`src/rtl/uart_rx_pkg.sv`:
```
// uart_rx_pkg: constants and state encoding shared by the UART receive path.
// The bit period lives here so the TX and RX paths agree on one value.
package uart_rx_pkg;

    // Clocks per bit: 54 gives 921600 baud at 50 MHz, 434 gives 115200.
    localparam int UART_CLKS_PER_BIT = 54;

    // Data bits per 8N1 frame.
    localparam int UART_DATA_BITS = 8;

    // Receiver states.
    typedef enum logic [1:0] {
        UART_RX_IDLE  = 2'd0,
        UART_RX_START = 2'd1,
        UART_RX_DATA  = 2'd2,
        UART_RX_STOP  = 2'd3
    } uart_rx_state_t;

    // Half a bit period, rounded down; the start bit is checked at this offset
    // so every later sample lands in the middle of its bit.
    function automatic int half_bit(input int clks_per_bit);
        return clks_per_bit / 2;
    endfunction

endpackage

```
`src/rtl/uart_rx_sync_2ff.sv`:
```
// sync_2ff: two-flop synchroniser for asynchronous inputs, with a
// configurable width and reset value so it can be reused for buttons
// and switches as well as serial lines.
module sync_2ff #(
    parameter int               WIDTH     = 1,
    parameter logic [WIDTH-1:0] RESET_VAL = '0
) (
    input  logic             clk,
    input  logic             rst,
    input  logic [WIDTH-1:0] d,
    output logic [WIDTH-1:0] q
);

    logic [WIDTH-1:0] meta;

    // First flop may go metastable; the second gives it a full cycle to settle.
    always_ff @(posedge clk) begin
        if (!rst) begin
            meta <= RESET_VAL;
            q    <= RESET_VAL;
        end else begin
            meta <= d;
            q    <= meta;
        end
    end

endmodule

```
`src/rtl/uart_rx.sv`:
```
// uart_rx: 8N1 serial receiver. Synchronises rxd, detects the start edge,
// samples eight data bits LSB-first at mid-bit, checks the stop bit and
// hands good bytes to a single-entry holding register with valid/ack.
module uart_rx
    import uart_rx_pkg::*;
#(
    parameter int CLKS_PER_BIT = UART_CLKS_PER_BIT
) (
    input  logic       clk,
    input  logic       rst,
    input  logic       rxd,
    output logic [7:0] data,
    output logic       data_valid,
    input  logic       data_ack,
    output logic       frame_err,
    output logic       overrun,
    output logic       busy
);

    localparam int CNT_W = (CLKS_PER_BIT > 1) ? $clog2(CLKS_PER_BIT) : 1;
    localparam int HALF  = half_bit(CLKS_PER_BIT);

    // Terminal counts: the start check happens H cycles after the edge,
    // every later sample a full bit period after the previous one.
    localparam logic [CNT_W-1:0] HALF_LAST = CNT_W'(HALF - 1);
    localparam logic [CNT_W-1:0] BIT_LAST  = CNT_W'(CLKS_PER_BIT - 1);
    localparam logic [3:0]       LAST_BIT  = 4'(UART_DATA_BITS - 1);

    logic           rxd_s;
    logic           rxd_p;
    uart_rx_state_t state;
    logic [CNT_W-1:0] cnt;
    logic [3:0]     bit_cnt;
    logic [7:0]     shreg;

    sync_2ff #(
        .WIDTH     (1),
        .RESET_VAL (1'b1)
    ) u_sync (
        .clk (clk),
        .rst (rst),
        .d   (rxd),
        .q   (rxd_s)
    );

    // Previous synchronised level, so a start is a high-to-low edge and a
    // line stuck low cannot retrigger the receiver.
    always_ff @(posedge clk) begin
        if (!rst) begin
            rxd_p <= 1'b1;
        end else begin
            rxd_p <= rxd_s;
        end
    end

    // Receive FSM with bit timing, shift register and registered outputs.
    always_ff @(posedge clk) begin
        if (!rst) begin
            state      <= UART_RX_IDLE;
            cnt        <= '0;
            bit_cnt    <= '0;
            shreg      <= '0;
            data       <= '0;
            data_valid <= 1'b0;
            frame_err  <= 1'b0;
            overrun    <= 1'b0;
            busy       <= 1'b0;
        end else begin
            frame_err <= 1'b0;
            overrun   <= 1'b0;

            // The consumer's ack frees the holding register; a good stop bit
            // on the same edge re-sets valid further down.
            if (data_valid && data_ack) begin
                data_valid <= 1'b0;
            end

            case (state)
                UART_RX_IDLE: begin
                    if (rxd_p && !rxd_s) begin
                        state <= UART_RX_START;
                        cnt   <= '0;
                        busy  <= 1'b1;
                    end
                end

                UART_RX_START: begin
                    if (cnt == HALF_LAST) begin
                        cnt <= '0;
                        if (!rxd_s) begin
                            state   <= UART_RX_DATA;
                            bit_cnt <= '0;
                        end else begin
                            // Line went back high: a glitch, not a start bit.
                            state <= UART_RX_IDLE;
                            busy  <= 1'b0;
                        end
                    end else begin
                        cnt <= cnt + CNT_W'(1);
                    end
                end

                UART_RX_DATA: begin
                    if (cnt == BIT_LAST) begin
                        cnt     <= '0;
                        shreg   <= {rxd_s, shreg[7:1]};
                        bit_cnt <= bit_cnt + 4'd1;
                        if (bit_cnt == LAST_BIT) begin
                            state <= UART_RX_STOP;
                        end
                    end else begin
                        cnt <= cnt + CNT_W'(1);
                    end
                end

                UART_RX_STOP: begin
                    if (cnt == BIT_LAST) begin
                        // Leave mid-stop-bit so the next start edge is never missed.
                        cnt   <= '0;
                        state <= UART_RX_IDLE;
                        busy  <= 1'b0;
                        if (rxd_s) begin
                            data       <= shreg;
                            data_valid <= 1'b1;
                            if (data_valid && !data_ack) begin
                                overrun <= 1'b1;
                            end
                        end else begin
                            frame_err <= 1'b1;
                        end
                    end else begin
                        cnt <= cnt + CNT_W'(1);
                    end
                end

                default: begin
                    state <= UART_RX_IDLE;
                    busy  <= 1'b0;
                end
            endcase
        end
    end

endmodule

```
`config.mk`:
```
export PLATFORM = sky130hd
export DESIGN_NAME = uart_rx
export DESIGN_NICKNAME = d
export VERILOG_FILES = /design/src/rtl/uart_rx_pkg.sv /design/src/rtl/uart_rx_sync_2ff.sv /design/src/rtl/uart_rx.sv
export SDC_FILE = /design/constraint.sdc
export NUM_CORES = 1
export LEC_CHECK = 0
export ABC_CLOCK_PERIOD_IN_PS = 1700
export CAP_MARGIN = 20
export CORE_ASPECT_RATIO = 0.8
export CORE_MARGIN = 5
export CORE_UTILIZATION = 47
export DETAILED_ROUTE_END_ITERATION = 7
export GPL_TIMING_DRIVEN = 1
export PLACE_DENSITY = 0.68
export SKIP_LAST_GASP = 1
export SLEW_MARGIN = 20
export SYNTH_ARGS = -nofsm -noshare
export SYNTH_HDL_FRONTEND = slang
export SYNTH_SLANG_ARGS = --single-unit
```
`constraint.sdc`:
```
create_clock -name clk -period 1.7 [get_ports clk]
set_input_delay 0.17 -clock clk [delete_from_list [all_inputs] [get_ports clk]]
set_output_delay 0.17 -clock clk [all_outputs]
set_load 0.05 [all_outputs]
```
After elaboration in Yosys (flattened, before gate mapping)
Index checks and enable logic that the tools add are counted.
{"block": "classes", "add_sub_neg": 2, "eq_ne": 13, "n_mux": 26, "n_reduce_logical": 16}
{"cell": "two-way mux 6 bit", "n": 3}
{"cell": "one-hot mux 6 bit (3 select lines)", "n": 1}
{"cell": "two-way mux 2 bit", "n": 6}
{"cell": "two-way mux 4 bit", "n": 3}
{"cell": "inequality test 2 bit, second input constant", "n": 6}
{"cell": "two-way mux 1 bit", "n": 10}
{"cell": "AND reduction 5 bit", "n": 2}
{"cell": "one-hot mux 2 bit (4 select lines)", "n": 1}
{"cell": "one-hot mux 4 bit (2 select lines)", "n": 1}
{"cell": "AND reduction 4 bit", "n": 2}
{"cell": "adder 6 x 1 -> 6 bit, second input constant", "n": 1}
{"cell": "== test 6 x 5 -> 1 bit, second input constant", "n": 1}
{"cell": "== test 6 bit, second input constant", "n": 1}
{"cell": "AND reduction 3 bit", "n": 2}
{"cell": "adder 4 x 1 -> 4 bit, second input constant", "n": 1}
{"cell": "== test 2 bit, second input constant", "n": 2}
{"cell": "== test 4 x 3 -> 1 bit, second input constant", "n": 1}
{"cell": "logical AND 1 bit", "n": 3}
{"cell": "one-hot mux 1 bit (3 select lines)", "n": 1}
{"cell": "nonzero test 3 bit", "n": 1}
{"cell": "== test 2 x 1 -> 1 bit, second input constant", "n": 1}
{"cell": "zero test 1 bit", "n": 2}
{"cell": "zero test 2 bit", "n": 1}
{"cell": "inequality test 2 x 1 -> 1 bit, second input constant", "n": 1}
{"cell": "3 further kinds", "n": 3}
{"block": "totals", "regBits": 35, "input_bits": 4, "out_inout_bits": 12, "wordCells": 69}

Logic depth before layout (Yosys ltp)
{"block": "depth", "word_depth": 5, "depth_mapped": 6, "ltp_nobuf": 6}

Hierarchy
From an unflattened synthesis, not the netlist that was laid out.
{"block": "unflattened", "hier_cells": 169, "hier_area_um2": 1565.3}
{"mod": "uart_rx", "n_inst": 1, "cells_per_inst": 165, "area_each_um2": 1512.7, "seq_area_each_um2": 660.6}
{"mod": "sync_2ff", "n_inst": 1, "cells_per_inst": 4, "area_each_um2": 52.6, "seq_area_each_um2": 40.0}

Least setup slack after synthesis
OpenSTA, ideal clock, no wires.
{"block": "synth_path", "path_kind": "reg-to-reg", "startpoint": "reg cnt[1]", "endpoint": "reg state[0]", "setup_time_ns": 0.072, "arrival_time_ns": 1.455, "t_required_ns": 1.628, "path_slack_ns": 0.173, "stages_incl_launch_ff": 7, "n_path_buf": 0, "period_less_slack_ns": 1.527, "cell_sequence": "dfxtp_1 -> inv_1 -> ha_1 -> inv_1 -> o41ai_1 -> or3b_1 -> a21oi_1"}
{"block": "synth_via", "elab_chain_len": 3, "elab_cells_between_ends": 6, "classes_between": "eq/ne: 5; reduce/logical: 1"}
{"item": "start: declaration", "line": "uart_rx.sv:32", "rtl": "logic [CNT_W-1:0] cnt;"}
{"item": "start signal: assignment", "line": "uart_rx.sv:99", "rtl": "cnt <= cnt + CNT_W'(1);"}
{"item": "start signal: assignment", "line": "uart_rx.sv:112", "rtl": "cnt <= cnt + CNT_W'(1);"}
{"item": "start signal: assignment", "line": "uart_rx.sv:132", "rtl": "cnt <= cnt + CNT_W'(1);"}
{"item": "== test 6 bit / == test 6 x 5 -> 1 bit (equally long branches)", "line": "uart_rx.sv:104, uart_rx.sv:117, uart_rx.sv:88"}
{"item": "inequality test 2 bit (no source line)"}
{"item": "AND reduction 5 bit (no source line) *"}
{"item": "end signal: assignment", "line": "uart_rx.sv:109", "rtl": "state <= UART_RX_STOP;"}
{"item": "end signal: assignment", "line": "uart_rx.sv:120", "rtl": "state <= UART_RX_IDLE;"}
{"item": "end signal: assignment", "line": "uart_rx.sv:137", "rtl": "state <= UART_RX_IDLE;"}
{"item": "end: declaration", "line": "uart_rx.sv:31", "rtl": "uart_rx_state_t state;"}
Mark *: on every way between the ends. The rest lies on a longest branch, timed or not.
A chain may end at the register's enable or synchronous reset.

Worst setup path in the final report
{"block": "layout_path", "startpoint": "reg data[5]", "endpoint": "out data[5]"}
{"item": "start: declaration", "line": "uart_rx.sv:12", "rtl": "output logic [7:0] data,"}
{"item": "start signal: assignment", "line": "uart_rx.sv:123", "rtl": "data <= shreg;"}
No word-level cell between the ends.

==> out/qor.yml <==
drive_gt1_share_pct: 11.0
status: "finished, final reports clean"
clk_path_buf_depth: 2
clk_latency_ns: 0.29
layout_commonest_cell: "dfxtp_1"
fmax_mhz: 619
portBuffers: 15
hold_path.class: "reg -> reg"
grt_pass1_wl_um: 5270
wl_per_cell_um: 13.8
crit_buf_inv: 1
avgViaCountPerCell: 5.33
layout_common_cells: "dfxtp_1 (34), nor2_1 (19), mux2i_1 (16), clkdlybuf4s50_1 (14)"
cp.arrival_ns: 1.44
path_max_fanout: 2
tightest_slew_ns: 0.507
syn_area_um2: 1490
layout_min_cycle_time_ns: 1.61
grt_max_degree: 21
drc: 0
die_x_um: 72.9
hold_viol: 0
min_from: "u_sync.meta"
combPwrFrac_pct: 8.8
grt_usage_pct: 15.9
fin_skew_ns: 0.00522
dr_wl_met2_um: 1400
critical_path.top_delay_family: "buffers and inverters"
dieHeight_um: 60.3
crit_start: "data[5]"
syn-num-nets: 166
ios: 16
gp_congestion: 0.819
cts.clk_slew.worst_paths_ns: 0.07
finalSetupViolations: 0
max_slew_margin_pct: 66.1
cts_tree: "yes"
nets: 188
r2r-start: "cnt[0]"
first_iter_violations: 100
ys.warnings.count: 0
crit_path_start_kind: "register"
overflow: 0
wl_met3_um: 145
cp_cell_sequence: "clkdlybuf4s50_1"
critPathMaxStageDelay_ns: 0.81
finalPower_mw: 1.56
antenna_found_initial: 0
syn_avg_cell_area_um2: 9.42
syn_inst: 158
grt_pass1_vias: 1170
critical_path_class: "reg -> out"
p_int_mw: 1.17
vias: 1179
peakVddDrop_mv: 0.588
swShare_pct: 25.0
end_kind: "primary output"
cts-buffers-inserted: 5
maxCapViolations: 0
required_ns: 1.53
async_flop_share_pct: 0
min_period_over_period_pct: 95.0
core_um2: 3060
power.density_nw_per_um2: 864
floorplan.initialDensity_pct: 48.6
ant_nets: 0
dr.pass1.iters: 5
seqPwrFrac_pct: 54.7
top_layer_used: "met4"
clockRootBuffer: "clkbuf_8"
holdWs_ns: 0.415
areaGrowthSynthToFinish_pct: 21.3
postCtsHoldBufs: 0
slew_violations: 0
synth-seq-cells: 35
dieArea_um2: 4400
clockPowerShare_pct: 36.6
wl_met1_um: 1450
cts_num_sinks: 35
fill_cells: 277
p_leak_nw: 0.782
hpwl_um: 2110
fin_tns_setup_ns: 0
synthFlopType: "dfxtp_1"
finalWirelength_um: 3040
seq_area_frac_synth_pct: 47.1
antenna_cells: 0
h-tree-depth: 2
power.switching_mw: 0.390
slowest_stage: "clkdlybuf4s50_1"
synth_edf_count: 0
fp-row-count: 18
ys_types: 38
==> Yosys cell counts (all sizes together), types with 2 or more instances <==
cell     instances  area [µm²]
ha               4        50.1
inv              5        18.8
and2             3        18.8
nand3            5        25.0
nand2           11        41.3
clkbuf           4        15.0
mux2i           16         160
nand4b           2        17.5
o2bb2ai          2        17.5
a22o             2        17.5
a21oi           11        55.1
nor2b            2        12.5
o21ai            5        25.0
or3              2        12.5
dfxtp           35         701
nand2b           5        31.3
o31ai            2        15.0
nor3             2        10.0
nor2            19        71.3
buf              2        12.5
nand4            5        46.3
==> logic make-up (layout without fill, tap and decap cells) <==
family                   after synthesis  count (layout)  share of synthesized area [%]
XOR/XNOR                               1               1                          0.588
AND/OR/NAND/NOR                       61              61                           22.2
adder cells (fa/ha/maj)                4               4                           3.36
multiplexers                          16              16                           10.8
AO/OA/AOI/OAI                         29              29                           12.7
flip-flops                            35              35                           47.1
buffers and inverters                 12              35                           3.36
==> state kept, by name, summed over array words and instances, names as in the netlist, named ones only <==
register and cells:
data 8, shreg 8, cnt 6, bit_cnt 4, busy 1, data_valid 1, frame_err 1, overrun 1
rxd_p 1, state 1, u_sync.meta 1, u_sync.q 1
==> area by class of cell <==
class | instances | area (µm²) | area share, %
multi-input combinational | 111 | 754 | 41.8
clock inverter | 3 | 15.0 | 0.832
inverter | 6 | 22.5 | 1.25
sequential | 35 | 702 | 38.9
tap | 40 | 50.0 | 2.77
timing repair buffer | 21 | 193 | 10.7
clock buffer | 5 | 68.8 | 3.81
==> through the flow <==
step                area (µm²)  worst slack, ns  std cells  util [%]
detailed placement        1700           0.0693        213      55.6
floorplan                 1490            0.173        158         -
CTS                       1790           0.0495        221      58.4
global placement          1700            0.145        213      55.6
global route              1810          -0.0301        221      58.9
finish                    1810           0.0853        221      58.9
==> power by group through the flow <==
stage	Sequential [mW]	Clock [mW]	Combinational (mW)
after floorplan	0.879	0	0.0723
after global placement	0.868	0	0.127
after detailed placement	0.870	0	0.131
after CTS	0.852	0.588	0.132
after global routing	0.855	0.626	0.148
final	0.853	0.571	0.137
==> worst paths after layout <==
| kind | to | slack (ns) | cells past startpoint |
|---|---|---|---|
| worst max-delay path | data[5] | 0.09 | 1 |
| worst max register to register | cnt[5] | 0.09 | 6 |
| worst min register to register | u_sync.q | 0.41 | 1 |
| worst min-delay path | u_sync.q | 0.41 | 1 |
==> layer usage <==
metal | global-route usage (%) | up-vias
met5 | 0 | -
met4 | 6.32 | 0
met3 | 6.46 | 7
met2 | 24.8 | 22
met1 | 19.8 | 551
li1 | - | 599
==> what timing repair did <==
item / CTS / global route
resized for setup: 0 / 3
endpoints found under the setup margin: 0 / 3
buffers inserted: 0 / 0
Power figures use the tool's default switching activity.
